--- src/rtl/cordic_pkg.sv ---
// Shared definitions for the CORDIC rotation engine: controller state
// encoding, the arctangent table and the gain seen by the downstream stage.
package cordic_pkg;

  typedef enum logic [1:0] {
    IDLE   = 2'd0,
    ROTATE = 2'd1,
    DONE   = 2'd2
  } state_t;

  // atan(2^-i) as a binary angle with pi = 2^31. Users round it down to
  // their own angle width.
  localparam logic [31:0] ATAN_TABLE [32] = '{
    32'h2000_0000, 32'h12E4_051E, 32'h09FB_385B, 32'h0511_11D4,
    32'h028B_0D43, 32'h0145_D7E1, 32'h00A2_F61E, 32'h0051_7C55,
    32'h0028_BE53, 32'h0014_5F2F, 32'h000A_2F98, 32'h0005_17CC,
    32'h0002_8BE6, 32'h0001_45F3, 32'h0000_A2FA, 32'h0000_517D,
    32'h0000_28BE, 32'h0000_145F, 32'h0000_0A30, 32'h0000_0518,
    32'h0000_028C, 32'h0000_0146, 32'h0000_00A3, 32'h0000_0051,
    32'h0000_0029, 32'h0000_0014, 32'h0000_000A, 32'h0000_0005,
    32'h0000_0003, 32'h0000_0001, 32'h0000_0001, 32'h0000_0000
  };

  // Gain carried by x_out/y_out (limit for many iterations). The MultK
  // stage after this block multiplies by 1/CORDIC_GAIN.
  localparam real CORDIC_GAIN = 1.6467602581;

endpackage

--- src/rtl/cordic_micro_rot.sv ---
// One CORDIC micro-rotation: given the current x/y/z and the iteration
// index, produce the next x/y/z. Purely combinational.
module cordic_micro_rot
  import cordic_pkg::*;
#(
  parameter int BITS = 16,
  parameter int CW   = 4
) (
  input  logic signed [BITS+1:0] x,
  input  logic signed [BITS+1:0] y,
  input  logic        [BITS-1:0] z,
  input  logic        [CW-1:0]   iter,
  output logic signed [BITS+1:0] x_next,
  output logic signed [BITS+1:0] y_next,
  output logic        [BITS-1:0] z_next
);

  localparam int W = BITS + 2;

  // Shared adder/subtractor: a - b when sub is set, otherwise a + b.
  function automatic logic signed [W-1:0] add_sub(input logic signed [W-1:0] a,
                                                  input logic signed [W-1:0] b,
                                                  input logic            sub);
    return sub ? a - b : a + b;
  endfunction

  // Arctangent for iteration idx, rounded from the 32-bit table to BITS bits.
  function automatic logic [BITS-1:0] atan_at(input logic [4:0] idx);
    logic [32:0] acc;
    acc = {1'b0, ATAN_TABLE[idx]};
    if (BITS < 32) acc = acc + (33'd1 << (31 - BITS));
    return BITS'(acc >> (32 - BITS));
  endfunction

  logic                d;       // 1: rotate by +atan, 0: rotate by -atan
  logic signed [W-1:0] x_sh;
  logic signed [W-1:0] y_sh;
  logic [BITS-1:0]     atan_i;

  assign d      = ~z[BITS-1];
  assign x_sh   = x >>> iter;
  assign y_sh   = y >>> iter;
  assign atan_i = atan_at(5'(iter));

  assign x_next = add_sub(x, y_sh, d);
  assign y_next = add_sub(y, x_sh, ~d);
  // z lives in BITS bits and wraps modulo 2^BITS; the extra adder bits drop.
  assign z_next = BITS'(add_sub({2'b00, z}, {2'b00, atan_i}, d));

endmodule

--- src/rtl/cordic_rotator.sv ---
// Iterative CORDIC rotator: accepts (x, y, z), pre-rotates by pi when z lies
// outside [-pi/2, pi/2), then applies one micro-rotation per clock. Results
// carry the CORDIC gain and are held until the consumer takes them.
module cordic_rotator
  import cordic_pkg::*;
#(
  parameter int BITS  = 16,
  parameter int ITERS = 12
) (
  input  logic            clk,
  input  logic            rst_n,
  input  logic            in_valid,
  output logic            in_ready,
  input  logic [BITS-1:0] x_in,
  input  logic [BITS-1:0] y_in,
  input  logic [BITS-1:0] z_in,
  output logic            out_valid,
  input  logic            out_ready,
  output logic [BITS+1:0] x_out,
  output logic [BITS+1:0] y_out
);

  localparam int CW = (BITS > 1) ? $clog2(BITS) : 1;
  localparam int W  = BITS + 2;

  state_t              state;
  state_t              state_next;
  logic signed [W-1:0] x_q;
  logic signed [W-1:0] y_q;
  logic [BITS-1:0]     z_q;
  logic [CW-1:0]       cnt;

  logic signed [W-1:0] x_nx;
  logic signed [W-1:0] y_nx;
  logic [BITS-1:0]     z_nx;
  logic signed [W-1:0] x_ext;
  logic signed [W-1:0] y_ext;
  logic signed [W-1:0] x_load;
  logic signed [W-1:0] y_load;
  logic [BITS-1:0]     z_load;
  logic                accept;
  logic                last_iter;
  logic                flip;

  // Handshake flags are pure state decodes: no path from in_valid/out_ready.
  assign in_ready  = (state == IDLE);
  assign out_valid = (state == DONE);
  assign accept    = in_valid && in_ready;
  assign last_iter = (cnt == CW'(ITERS - 1));

  // Quadrant pre-rotation: angles in [pi/2, pi) or [-pi, -pi/2) get pi added
  // and the vector negated, leaving the residual inside CORDIC convergence.
  // Two guard bits keep -(-2^(BITS-1)) and the gain growth from overflowing.
  assign flip   = z_in[BITS-1] ^ z_in[BITS-2];
  assign x_ext  = {{2{x_in[BITS-1]}}, x_in};
  assign y_ext  = {{2{y_in[BITS-1]}}, y_in};
  assign x_load = flip ? -x_ext : x_ext;
  assign y_load = flip ? -y_ext : y_ext;
  assign z_load = flip ? {~z_in[BITS-1], z_in[BITS-2:0]} : z_in;

  cordic_micro_rot #(
    .BITS (BITS),
    .CW   (CW)
  ) u_micro_rot (
    .x      (x_q),
    .y      (y_q),
    .z      (z_q),
    .iter   (cnt),
    .x_next (x_nx),
    .y_next (y_nx),
    .z_next (z_nx)
  );

  // Controller state register.
  // NOTE: sequential state always uses non-blocking (<=) so every register
  // samples pre-edge values; blocking here would create ordering races.
  always_ff @(posedge clk or negedge rst_n) begin
    if (!rst_n) state <= IDLE;
    else        state <= state_next;
  end

  // Next-state decode: IDLE -> ROTATE -> DONE -> IDLE.
  // NOTE: state_next gets a default before the case so every path assigns
  // it; a missing assignment would infer a latch.
  always_comb begin
    state_next = state;
    case (state)
      IDLE:    if (accept)    state_next = ROTATE;
      ROTATE:  if (last_iter) state_next = DONE;
      DONE:    if (out_ready) state_next = IDLE;
      default:                state_next = IDLE;
    endcase
  end

  // Datapath: load on accept, one micro-rotation per ROTATE cycle, hold
  // otherwise so the result stays stable through DONE.
  always_ff @(posedge clk or negedge rst_n) begin
    if (!rst_n) begin
      x_q <= '0;
      y_q <= '0;
      z_q <= '0;
      cnt <= '0;
    end else if (accept) begin
      x_q <= x_load;
      y_q <= y_load;
      z_q <= z_load;
      cnt <= '0;
    end else if (state == ROTATE) begin
      x_q <= x_nx;
      y_q <= y_nx;
      z_q <= z_nx;
      if (!last_iter) cnt <= cnt + 1'b1;
    end
  end

  assign x_out = x_q;
  assign y_out = y_q;

endmodule

--- config.mk ---
export PLATFORM = sky130hd
export DESIGN_NAME = cordic_rotator
export DESIGN_NICKNAME = d
export VERILOG_FILES = /design/src/rtl/cordic_pkg.sv /design/src/rtl/cordic_micro_rot.sv /design/src/rtl/cordic_rotator.sv
export SDC_FILE = /design/constraint.sdc
export NUM_CORES = 1
export LEC_CHECK = 0
export CORE_MARGIN = 5
export CORE_UTILIZATION = 45
export CTS_CLUSTER_SIZE = 14
export DETAILED_ROUTE_END_ITERATION = 10
export GPL_TIMING_DRIVEN = 0
export PLACE_DENSITY_LB_ADDON = 0.05
export SYNTH_ARGS = -nofsm -noshare
export SYNTH_HDL_FRONTEND = slang
export SYNTH_SLANG_ARGS = --single-unit
--- constraint.sdc ---
create_clock -name clk -period 12.2 [get_ports clk]
set_input_delay 2.44 -clock clk [delete_from_list [all_inputs] [get_ports clk]]
set_output_delay 2.44 -clock clk [all_outputs]
set_load 0.02 [all_outputs]
Word level (Yosys, flattened, before mapping)
Memory sizes are Yosys's and may differ from the RTL's.
Cells that the tools add are included.

storage, ports and cells
  flip-flop bits (word level) = 58
  latch bits = 0
  RAM bits = 0
  ROM bits = 1024
  input bits = 52
  output and inout bits = 38
  word-level logic and storage cells = 55
  memories kept = 1

memories
  memory            depth  bits a word  read ports  clocked after memory_dff  write ports  line                    RTL
  (name not given)  32     32           1           0                         0            cordic_micro_rot.sv:30  acc = {1'b0, ATAN_TABLE[idx]};

cells by class
  $add $sub $neg = 10
  multipliers = 0
  div/mod/pow operators = 0
  order comparisons = 1
  eq/ne operators = 7
  shifts and indexed selects = 2
  multiplexer cells = 21
  bitwise operators = 3
  reductions and logical operators = 5

operators by type and width
  kind                                                                      number
  18-bit two-way mux                                                        8
  16-bit two-way mux                                                        4
  32-bit two-way mux                                                        2
  18-bit adder                                                              2
  16-bit negator with 18-bit output                                         2
  18-bit by 4-bit >>> shifter with 18-bit output                            2
  18-bit subtractor                                                         2
  32-bit by 16-bit adder with 32-bit output (second input constant)         1
  16-bit adder                                                              1
  16-bit subtractor                                                         1
  4-bit two-way mux                                                         3
  6-bit >= comparator (second input constant)                               1
  2-bit two-way mux                                                         3
  4-bit NOT with 6-bit output                                               1
  2-bit case mux with 3 select lines                                        1
  4-bit by 1-bit adder with 4-bit output (second input constant)            1
  4-bit equality test (second input constant)                               1
  2-bit by 1-bit inequality test with 1-bit output (second input constant)  2
  2-bit inequality test (second input constant)                             2
  3-bit AND reduction                                                       1
  2-bit by 1-bit equality test with 1-bit output (second input constant)    1
  2-bit equality test (second input constant)                               1
  2-bit logical NOT                                                         1
  2-bit AND reduction                                                       1
  4 further kinds                                                           4

Logic depth before layout (Yosys ltp)
  depth after elaboration = 9
  gate-level depth with buffers = 28
  depth with buffers taken out = 23

Modules after synthesis
A second synthesis with hierarchy kept.

second synthesis, totals
  cells, all modules = 1120
  area total of the unflattened synthesis = 9034.9 um^2

modules (own cells, without submodules)
  module            times used  cells an instance  area an instance (um^2)  sequential area each (um^2)
  cordic_micro_rot  1           730                5713.0                   0.0
  cordic_rotator    1           390                3321.9                   1451.4

Least setup slack after synthesis
OpenSTA, ideal clock, no wires.

  kind = register -> register
  start point = register cnt[0]
  end point = register z_q[14]
  library setup time = 136 ps
  data arrival time = 5373 ps
  data required time = 12064 ps
  setup slack = 6691 ps
  cell stages (with the launch flop) = 26
  path buffers = 5
  clock period less this slack = 5509 ps
  cell sequence = dfrtp_1 -> buf_6 -> buf_12 -> buf_12 -> buf_6 -> clkbuf_1 -> inv_1 -> ha_1 -> nor2b_1 -> o21ai_0 -> nand2_1 -> ha_1 -> xnor2_1 -> inv_1 -> ha_1 -> mux2_2 -> fa_1 -> a21o_1 -> a21oi_1 -> o21ai_0 -> a2111o_1 -> a41oi_1 -> nor2b_1 -> o41ai_1 -> mux2i_1 -> o21ai_0

between the ends
  cells in the longest elaborated chain, start to end = 9
  elaborated cells between the ends (all ways) = 10
  classes of those cells = add/sub: 3; mux: 5; bitwise: 1; memory: 1

RTL lines
  what                                                      line                    RTL
  start: declaration                                        cordic_rotator.sv:31    logic [CW-1:0] cnt;
  start signal: assignment                                  cordic_rotator.sv:112   if (!last_iter) cnt <= cnt + 1'b1;
  4-bit NOT with 6-bit output (implied by the code) *       cordic_micro_rot.sv:30
  memory 32 x 32 bit *                                      --
  32-bit two-way mux (implied by the code) * (2 in series)  cordic_micro_rot.sv:30
  32-bit by 16-bit adder with 32-bit output *               cordic_micro_rot.sv:31  if (BITS < 32) acc = acc + (33'd1 << (31 - BITS));
  16-bit subtractor or 16-bit adder (tied branches)         cordic_micro_rot.sv:24  return sub ? a - b : a + b;
  16-bit two-way mux *                                      cordic_micro_rot.sv:24
  16-bit two-way mux *                                      cordic_rotator.sv:108   end else if (state == ROTATE) begin
  16-bit two-way mux *                                      cordic_rotator.sv:103   end else if (accept) begin
  end signal: assignment                                    cordic_rotator.sv:106   z_q <= z_load;
  end signal: assignment                                    cordic_rotator.sv:111   z_q <= z_nx;
  end: declaration                                          cordic_rotator.sv:30    logic [BITS-1:0] z_q;

Every way passes the cells marked *; elsewhere a longest branch is shown, timed or not. The select of a mux whose other input is x is not followed.
A chain may end at the register's enable or synchronous reset.

Worst setup path after layout
Ends and elaborated chain as after synthesis.

==> summary.md <==
| Metric | Value |
|---|---|
| Run status | `completed` |
| Synth unique cells | `75` |
| DRT Wirelength | `32.0 mm` |
| Core Area | `0.0193 mm²` |
| Crit path kind | `flip-flop to flip-flop` |
| RSZ-0062 raised after global routing | `no` |
| Relative slew margins | `0.0862` |
| Hold Violations, Final | `0` |
| Post-synth top cells | `94 x nor2_1, 84 x a21oi_1, 81 x nand2_1` |
| Post-synth EDFFs | `0` |
| Clock Tree Buf Depth | `2` |
| Setup slack at placement | `5.64 ns` |
| Die H | `150 µm` |
| Post-route clock period utilization | `0.542` |
| # rows | `51` |
| Skew final | `0.0100 ns` |
| Setup slack, reg-to-reg | `5.59 ns` |
| Layout cell share with drive strength beyond 1 | `0.0848` |
| Post-Syn Instances | `1,039` |
| Register area share after synthesis | `0.166` |
| Area contributors post-synth | `dfrtp_1 17%, ha_1 9.1%, xnor2_1 7.2%` |
| Final setup fails | `0` |
| Die X | `150 µm` |
| Routed Antenna Nets | `0` |
| Via count | `8,669` |
| Post-synth top area cell | `dfrtp_1` |
| Residual DRC | `0` |
| Total gr overflow | `0` |
| Antenna fix cells | `0` |
| Die area | `0.0224 mm²` |
| Slew Viols, Final | `0` |
| Initial antenna violation count | `0` |
| Avg WL per Cell | `22.7 µm` |
| CP endpoint kind | `flip-flop` |
| H-tree depth | `3` |
| Leading cell type by number of instances after synthesis | `nor2_1` |
| Critical path peak fanout | `10` |
| Vias/cell | `6.15` |
| Syn nets | `1,158` |
| Peak Freq | `0.151 GHz` |
| Post-layout min period | `6.61 ns` |
| Global router's overall resource usage | `0.284` |
| CTS Sinks | `58` |
| #FFs+latches synth | `58` |
| Slew @ Worst Pin | `1.36 ns` |
| Resized Gates After CTS | `0` |
| Top_reg_cell synth | `dfrtp_1` |
| Worst min path class | `flip-flop to flip-flop` |
| Asr flop ratio synth | `1.00` |
| Total of max-cap violations | `0` |
| Vias in the first global route | `8,330` |
| Synth top area share | `0.166` |
| Setup ws final | `5.59 ns` |
| Final #Nets | `1,258` |
| RePlAce Congestion | `0.991` |
| Post-Synthesis Cell Area | `0.00876 mm²` |
| Initial core utilization | `0.453` |
| Port buffer count | `89` |
| Worst setup SP type | `flip-flop` |
| Root buffer cell | `clkbuf_16` |
| # IOs | `90` |
| Clock-pin slew on the worst setup and hold paths | `0.06 ns` |
| Layout area overhead | `17.0%` |
| Setup bufs post-CTS | `0` |
| Num CTS Buffers | `9` |
| # fillers | `1,918` |
| Skew-Pair Late Insertion Delay | `0.35 ns` |
| TritonCTS clock tree | `built` |
| DR iter-0 viols | `659` |
| CP Data Arrival Time | `6.83 ns` |
| First-pass GRT wire length | `48.8 mm` |
| DR pass1 iterations | `6` |
| TNS Setup | `0 ns` |
| Worst path required time | `12.41 ns` |
| Largest net degree at the start of global routing | `59` |
| Syn_area_per_cell | `8.43 µm²` |
| Worst-case hold slack | `0.492 ns` |
| Cts hold-fix bufs | `0` |
| Warnings from Yosys | `0` |
| DP HPWL | `24.7 mm` |
==> stage by stage <==
| step | cells | utilization | area [µm²] |
|---|---|---|---|
| floorplan | 1039 | - | 8760 |
| global placement | 1393 | 0.516 | 9980 |
| detailed placement | 1393 | 0.516 | 9980 |
| CTS | 1409 | 0.530 | 10300 |
| global route | 1409 | 0.530 | 10300 |
| finish | 1409 | 0.530 | 10300 |
==> kinds of logic (layout without fill, tap and decap cells) <==
kind of cell,count (synthesis),after routing,synth area share
AOI/OAI and AO/OA,316,316,0.234
and+or+nand+nor,294,294,0.160
adders and majority gates,67,67,0.0983
muxes,94,94,0.165
xor gates and xnor gates,121,121,0.121
buffers and inverters,89,194,0.0568
DFF,58,58,0.166
==> cells in the final DEF, fill, tap and decap left out, types with 8 or more instances in the layout <==
cell	n
a211oi_1	19
a21o_1	17
a21oi_1	84
a22oi_1	16
a31oi_1	16
and2_1	10
and3_1	9
buf_1	9
clkbuf_1	32
clkbuf_16	9
clkbuf_8	11
clkdlybuf4s50_1	88
dfrtp_1	58
ha_1	64
inv_1	31
mux2_2	32
mux2i_1	27
mux4_1	13
mux4_2	19
nand2_1	81
nand2b_1	13
nand3_1	13
nor2_1	94
nor2b_1	18
nor3_1	18
o211ai_1	12
o21a_1	9
o21ai_0	69
o31ai_1	8
or3_1	9
xnor2_1	72
xor2_1	49
==> per-layer routing <==
layer	routed length, µm	up-vias	track usage
met3	2210	40	0.0457
met4	841	0	0.0851
li1	-	4103	-
met5	0	-	0
met1	14200	4150	0.401
met2	14700	376	0.449
==> layout make-up <==
class                           instances  area, µm²  share of cell area
Buffer                                 57        378              0.0369
Clock inverter                          5       30.0             0.00293
Inverter                               32        120              0.0117
Timing Repair Buffer                   89        888              0.0866
Sequential cell                        58       1450               0.142
Tap cell                              265        332              0.0323
Clock buffer                           11        243              0.0237
Multi-Input combinational cell        892       6810               0.664
==> worst paths after layout <==
kind                             start   endpoint  depth (start not counted)
worst min-delay path            z_q[0]     z_q[0]                          2
worst min register to register  z_q[0]     z_q[0]                          2
min in group asynchronous        rst_n  y_out[15]                          1
worst max register to register  cnt[0]    z_q[14]                         25
max in group asynchronous        rst_n   x_out[5]                          1
worst max-delay path            cnt[0]    z_q[14]                         25
==> flip-flops by register name (all words and copies together), names as in the netlist <==
| signal | count |
|---|---|
| cnt | 4 |
| state | 2 |
| x_out | 18 |
| y_out | 18 |
| z_q | 16 |
==> worst max-delay path: stages, from the launching register on <==
cell and delay, ns:
dfrtp_1 0.41, buf_6 0.18, buf_12 0.15, buf_12 0.14, buf_6 0.16, clkbuf_1 0.59
inv_1 0.23, ha_1 0.41, nor2b_1 0.15, o21ai_0 0.22, nand2_1 0.09, ha_1 0.21
xnor2_1 0.31, inv_1 0.08, ha_1 0.29, mux2_2 0.30, fa_1 0.44, a21o_1 0.18
a21oi_1 0.20, o21ai_0 0.15, a2111o_1 0.45, a41oi_1 0.31, nor2b_1 0.11, o41ai_1 0.38
mux2i_1 0.23, o21ai_0 0.09
Power is not shown: default switching activity piles up to over one toggle a cycle in this logic, so the estimate is an artifact.
